### config.mk
export PLATFORM = sky130hd
export DESIGN_NAME = usb_rx_buffer
export DESIGN_NICKNAME = d
export VERILOG_FILES = /design/src/rtl/usb_rx_buffer.sv
export SDC_FILE = /design/constraint.sdc
export NUM_CORES = 1
export LEC_CHECK = 0
export CAP_MARGIN = 20
export CORE_MARGIN = 2
export CORE_UTILIZATION = 51
export CTS_CLUSTER_DIAMETER = 100
export DETAILED_ROUTE_END_ITERATION = 6
export PLACE_DENSITY = 0.72
export SLEW_MARGIN = 20
export SYNTH_ARGS = -nofsm -noshare
export SYNTH_HDL_FRONTEND = slang
export SYNTH_SLANG_ARGS = --single-unit
### constraint.sdc
create_clock -name clk_48mhz -period 2.67 [get_ports clk_48mhz]
set_input_delay 0.534 -clock clk_48mhz [delete_from_list [all_inputs] [get_ports clk_48mhz]]
set_output_delay 0.534 -clock clk_48mhz [all_outputs]
set_load 0.01 [all_outputs]
### src/rtl/usb_rx_buffer.sv
// usb_rx_buffer
// Receive-side byte FIFO between the usb_uart OUT-endpoint stream and slow
// user logic. The head byte is presented on a level-valid output, and one
// byte is consumed per rising edge of usb_rx_read. When the FIFO is full,
// uart_out_ready drops so that usb_uart NAKs the host; no byte is dropped.
//
// Optional feature macro: USB_RX_LINE_EN
//   defined   -> usb_rx_lines counts buffered LINE_CHAR bytes
//   undefined -> usb_rx_lines is tied to zero and no line logic is built
module usb_rx_buffer #(
  parameter int         DEPTH_LOG2 = 4,
  parameter logic [7:0] LINE_CHAR  = 8'h0A
) (
  input  logic                  clk_48mhz,
  input  logic                  reset_n,
  input  logic [7:0]            uart_out_data,
  input  logic                  uart_out_valid,
  output logic                  uart_out_ready,
  output logic [7:0]            usb_rx_data,
  output logic                  usb_rx_valid,
  input  logic                  usb_rx_read,
  input  logic                  usb_rx_flush,
  output logic [DEPTH_LOG2:0]   usb_rx_count,
  output logic [DEPTH_LOG2:0]   usb_rx_lines
);

  localparam int                DEPTH      = 1 << DEPTH_LOG2;
  localparam logic [DEPTH_LOG2:0] FULL_COUNT = (DEPTH_LOG2 + 1)'(DEPTH);

  // Storage and pointers
  logic [7:0]            r_mem [DEPTH];
  logic [DEPTH_LOG2-1:0] r_wr_ptr;
  logic [DEPTH_LOG2-1:0] r_rd_ptr;
  logic [DEPTH_LOG2:0]   r_count;
  logic                  r_read_d;

  // Handshake and control decode
  logic       w_full;
  logic       w_empty;
  logic       w_ready;
  logic       w_push;
  logic       w_pop_edge;
  logic       w_pop;
  logic [7:0] w_head;

  assign w_full     = (r_count == FULL_COUNT);
  assign w_empty    = (r_count == '0);

  // Ready looks only at registers, reset and flush, never at uart_out_valid,
  // so there is no combinational loop through the usb_uart handshake.
  assign w_ready    = reset_n & ~w_full & ~usb_rx_flush;
  assign w_push     = uart_out_valid & w_ready;

  // A pop is a rising edge of the read strobe; an edge seen while empty is
  // simply lost rather than remembered for later.
  assign w_pop_edge = usb_rx_read & ~r_read_d;
  assign w_pop      = w_pop_edge & ~w_empty & ~usb_rx_flush;

  assign w_head     = r_mem[r_rd_ptr];

  assign uart_out_ready = w_ready;
  assign usb_rx_valid   = ~w_empty;
  assign usb_rx_data    = w_empty ? 8'h00 : w_head;
  assign usb_rx_count   = r_count;

  // Byte storage: write the accepted byte at the write pointer
  always_ff @(posedge clk_48mhz) begin
    if (w_push) begin
      r_mem[r_wr_ptr] <= uart_out_data;
    end
  end

  // Read-strobe history; forced high in reset so a read held through reset
  // does not look like a fresh edge once reset is released
  always_ff @(posedge clk_48mhz) begin
    if (!reset_n) begin
      r_read_d <= 1'b1;
    end else begin
      r_read_d <= usb_rx_read;
    end
  end

  // Pointer and occupancy tracking; flush outranks push and pop
  always_ff @(posedge clk_48mhz) begin
    if (!reset_n) begin
      r_wr_ptr <= '0;
      r_rd_ptr <= '0;
      r_count  <= '0;
    end else if (usb_rx_flush) begin
      r_wr_ptr <= '0;
      r_rd_ptr <= '0;
      r_count  <= '0;
    end else begin
      if (w_push) begin
        r_wr_ptr <= r_wr_ptr + 1'b1;
      end
      if (w_pop) begin
        r_rd_ptr <= r_rd_ptr + 1'b1;
      end
      case ({w_push, w_pop})
        2'b10:   r_count <= r_count + 1'b1;
        2'b01:   r_count <= r_count - 1'b1;
        default: r_count <= r_count;
      endcase
    end
  end

`ifdef USB_RX_LINE_EN
  // Line-terminator bookkeeping
  logic                r_lines;
  logic [DEPTH_LOG2:0] r_line_count;
  logic                w_push_line;
  logic                w_pop_line;

  assign w_push_line = w_push & (uart_out_data == LINE_CHAR);
  assign w_pop_line  = w_pop & (w_head == LINE_CHAR);

  // Count terminators in flight; a terminator in and out together cancel
  always_ff @(posedge clk_48mhz) begin
    if (!reset_n) begin
      r_line_count <= '0;
    end else if (usb_rx_flush) begin
      r_line_count <= '0;
    end else begin
      case ({w_push_line, w_pop_line})
        2'b10:   r_line_count <= r_line_count + 1'b1;
        2'b01:   r_line_count <= r_line_count - 1'b1;
        default: r_line_count <= r_line_count;
      endcase
    end
  end

  // Flag kept only to mirror the count for local debug visibility
  always_ff @(posedge clk_48mhz) begin
    if (!reset_n) begin
      r_lines <= 1'b0;
    end else begin
      r_lines <= (r_line_count != '0);
    end
  end

  assign usb_rx_lines = r_line_count;
`else
  assign usb_rx_lines = '0;
`endif

endmodule

Word-level counts from Yosys, hierarchy flattened
Memory sizes are Yosys's and may differ from the RTL's. A register that Yosys moved wholly into a read port is not among the register bits.
Cells that the tools add are included.
{"block": "word_totals", "register_bits": 14, "inputBits": 13, "out_inout_bits": 20, "elab_cells": 32, "mem_bits_rw": 128, "memories": 1}
{"memory": "r_mem", "depth": 16, "width": 8, "read_ports": 1, "rd_clocked_by_memory_dff": 1, "wr": 1, "line_no": "31", "rtl": "logic [7:0] r_mem [DEPTH];"}
{"block": "classes", "eq_ne": 3, "n_reduce_logical": 3, "mux": 6, "add_sub_neg": 4, "n_bitwise": 11}
{"operator": "5-bit case mux with 2 select lines", "n": 1}
{"operator": "4-bit by 1-bit adder with 4-bit output, second input constant", "n": 2}
{"operator": "4-bit 2-to-1 mux", "n": 2}
{"operator": "8-bit 2-to-1 mux", "n": 1}
{"operator": "1-bit bitwise AND", "n": 6}
{"operator": "5-bit by 1-bit adder with 5-bit output, second input constant", "n": 1}
{"operator": "5-bit equality test, second input constant", "n": 1}
{"operator": "5-bit logical NOT", "n": 1}
{"operator": "1-bit NOT", "n": 5}
{"operator": "5-bit by 1-bit subtractor with 5-bit output, second input constant", "n": 1}
{"operator": "2-bit by 1-bit equality test with 1-bit output, second input constant", "n": 1}
{"operator": "2-bit equality test, second input constant", "n": 1}
{"operator": "1-bit 2-to-1 mux", "n": 2}
{"operator": "2-bit nonzero test", "n": 1}
{"operator": "2-bit OR reduction", "n": 1}

Longest topological paths before layout
{"block": "depth", "ltp_word": 7, "depth_mapped": 12, "ltp_nobuf": 10}

Worst setup path before layout
Ideal clock, no wire load.
{"block": "synth_timing", "path_kind": "reg-to-reg", "start": "register r_count[1], in the netlist usb_rx_count[1]", "end": "register r_count[4], in the netlist usb_rx_count[4]", "t_required_ns": 2.548, "n_path_buf": 2, "path_stages_with_launch": 13, "setup_slack_ns": -0.131, "arrival_ns": 2.679, "path_cell_list": "dfxtp_1 > buf_6 > or4_4 > o21ai_4 > inv_1 > ha_1 > buf_2 > xor2_1 > ha_1 > o21ai_0 > o21ai_0 > a32o_1 > a311o_1"}
{"block": "synth_via", "elab_cells_between_ends": 15, "cone_classes": "add/sub (2); eq/ne (3); mux (1); bitwise (7); reduce/logical (2)"}
{"element": "start, declared", "line_no": "34", "rtl": "logic [DEPTH_LOG2:0] r_count;"}
{"element": "start signal, assigned", "line_no": "101", "rtl": "2'b10: r_count <= r_count + 1'b1;"}
{"element": "start signal, assigned", "line_no": "102", "rtl": "2'b01: r_count <= r_count - 1'b1;"}
{"element": "start signal, assigned", "line_no": "103", "rtl": "default: r_count <= r_count;"}
{"element": "5-bit logical NOT *", "line_no": "47", "rtl": "assign w_empty = (r_count == '0);"}
{"element": "1-bit NOT *", "line_no": "57", "rtl": "assign w_pop = w_pop_edge & ~w_empty & ~usb_rx_flush;"}
{"element": "1-bit bitwise AND * (2 in a row)", "line_no": "57"}
{"element": "net w_pop", "line_no": "43", "rtl": "logic w_pop;"}
{"element": "2-bit by 1-bit equality test with 1-bit output or 2-bit equality test (tied branches)", "line_no": "100", "rtl": "case ({w_push, w_pop})"}
{"element": "5-bit case mux with 2 select lines or 2-bit nonzero test (tied branches)"}
The timed path passes the listed nets; every way through them passes the cells marked *.
A chain may end at the register's enable or synchronous reset.

==> run metrics <==
status finished, final reports clean; number of global-route vias before repair 3385; Layout area overhead 23.43%; Tcrit/Tclk final 0.9919; grt total ovfl 0; Final Max Slew Viols 0; Synth Area in XOR/XNOR 0.01149; worst path required time 2.14 ns; share of the synthesized area in the top cell type 0.6302; clk buf depth 2; cts hold-fix bufs 0; Antenna diodes 0; register area 4213 um^2; Crit path arrival time 2.11 ns; Remaining DRCs 0; Clk Latency, worst-skew pair 0.41 ns; CP max stage delay 0.44 ns; CP Class register to primary output; IO Port Bufs 27; crit-path max FO 9; Worst Path Buf+Inv 3; CP endpoint kind primary output; DRT Pass-1 Iters 4; met3 Use GR 0.05624; Adder-Cell Fraction of Synth Area 0.01846; CTS H-tree depth 4; slew margin rel. 0.6239; Post-Route WL 11.84 mm; vias roughly 3300; CTS Buf Count 17; Setup violations, final 0; Setup Skew between 0.005 and 0.006 ns; pin count of the biggest net entering global routing 20; Main synth FF type edfxtp_1; Root Driver clkbuf_16; Seq/Total Area, Yosys 0.6892; Post-synth ARST share 0; YS warnings 0; Routed WL per cell 20.67 um; nets between 400 and 500; cells after synthesis around 340; CP Cell Sequence buf_12 -> buf_8 -> mux4_2 -> mux2i_1 -> a211oi_1 -> clkdlybuf4s15_1; post-route minimum period 2.648 ns; I/O pins 33; initial DRC count 319; placed cells 536; Synth Area per Inst 17.84 um^2; Worst path top cell family by delay buffers and inverters; top cells by area, synth edfxtp_1 (63%), mux4_2 (11%), dfxtp_1 (5.9%); MaxCap Viol Count 0; Die Y-Extent roughly 110 um; Detail Route Antenna Nets 0; Placer Congestion between 0.8 and 0.9; Clock Sinks approximately 150; Worst Hold Class register to register; global-route wire length before repair 18.20 mm; core box area 11560 um^2; busiest grt layer met2; Synth area leader edfxtp_1; Static Leakage 0.002548 uW; most frequent cells in the layout edfxtp_1 (128), buf_4 (45), mux4_2 (32); gr usage total 0.1948; unrepaired setup endpoints after global routing yes; mapped cell area 6100 um^2; met2 usage 0.3174; hold_ws 0.4984 ns; GR Util met1 0.2570; Core Rows 39; share of cells above drive strength 1 0.3512; CTS tree built; FILL cells 789; Power Density approximately 680 nW/um^2; Crit-path slowest cell a211oi_1; PnR worst setup slack 0.02160 ns; Reg2Reg Setup Slack 0.11 ns; FF+latch count, synth 146; Final Hold Vio Count 0; Distinct cells, synth 50; DIE WIDTH ~110 um; Simple-Gate Fraction of Synth Area 0.05887; EDFF count, synth 128; VDD IR max 319.6 uV; main combinational cell family by area after synthesis multiplexers; Worst-Margin Slew 0.5623 ns; mux cell area share after synthesis 0.1374; CP startpoint kind register; commonest non-fill, non-tap cell in the layout edfxtp_1; clk slew on worst S/H paths around 0.060 ns; final cell count without fillers between 500 and 600; Setup TNS 0 ns; Multi-input gate area 1795 um^2; antenna violations before repair 1; compound-gate portion of the synthesized area 0.04779; Via density 5.752; Starting Density 0.5274; die area 12850 um^2; Final HPWL DP 7.658 mm; maximum clock rate 0.3776 GHz; pre-CTS setup slack -0.3078 ns
cell families after synthesis:
logic type	count (synthesis)
other cells	1
compound gates	36
mux	43
simple gates	65
fa+ha+maj	9
xor+xnor	8
flops	146
buf+inv	34
cell type report:
cell class | instances | share of cell area
tap | 143 | 0.02377
clock buffer | 17 | 0.05651
clock inverter | 14 | 0.02576
sequential | 146 | 0.5596
inverter | 7 | 0.003490
timing repair buffer | 80 | 0.09240
multi-input combinational | 166 | 0.2385
report_power, final:
| group | total (uW) | switching (uW) | internal (uW) |
|---|---|---|---|
| sequential | 2490 | 2.64 | 2490 |
| combinational | 109 | 64.1 | 45.0 |
| clock | 2480 | 855 | 1630 |
| total | 5080 | 922 | 4160 |
Yosys cell counts, types with 2 or more instances:
cell,number
nand2b_1,4
xor2_1,5
dfxtp_1,18
buf_6,3
mux4_2,30
nor2_1,21
nor3b_1,3
nor2b_1,10
buf_1,4
nand2_1,7
xnor2_1,3
ha_1,9
o211ai_1,2
nor3_1,4
o21ai_0,3
mux4_1,2
buf_2,5
buf_4,10
inv_1,7
edfxtp_1,128
a211oi_1,16
a21oi_1,4
mux2i_1,11
clkbuf_1,3
nand3_1,4
or3_1,2
worst min-delay path: cells and delay by family, from the launching register on:
kind | cells | cell delay [ns]
flops | 1 | 0.31
simple gates | 1 | 0.07
compound gates | 1 | 0.07
repair_timing:
| action | 4_1_cts | 5_1_grt |
|---|---|---|
| endpoints found under the setup margin | 8 | 11 |
| pin swaps | 4 | 6 |
| endpoints found under the hold margin | 0 | 0 |
| gates resized for setup | 52 | 12 |
| buffers inserted | 3 | 4 |
sequential cells by signal, indices dropped and copies added, names as in the netlist, named ones only:
| signal | cells |
|---|---|
| r_mem | 128 |
| usb_rx_count | 5 |
| r_read_d | 1 |
| r_wr_ptr | 4 |
| r_rd_ptr | 4 |
through the flow:
stage | total power (uW) | instance area (um^2) | utilization
global placement | 2639 | 6778 | 0.5861
global route | 5221 | 7528 | 0.6510
floorplan | 2578 | 6143 | -
detailed placement | 2644 | 6778 | 0.5861
finish | 5082 | 7528 | 0.6510
CTS | 5106 | 7457 | 0.6448
path summary, 6_finish.rpt:
check,startpoint,to,cells after the start
setup / recovery,register,usb_rx_data[0],6
hold / removal,r_rd_ptr[3],register,2
setup reg to reg,usb_rx_count[2],usb_rx_count[4],10
hold reg to reg,r_rd_ptr[3],register,2
routing by layer:
metal / vias up / routed length [um] / part of all wire
li1: 1499 / - / -
met1: 1695 / 5123 / 0.43
met2: 89 / 6009 / 0.51
met3: 13 / 550 / 0.046
met4: 0 / 160 / 0.014
met5: - / 0 / 0
Note: power is estimated with default switching activity, not from simulation.
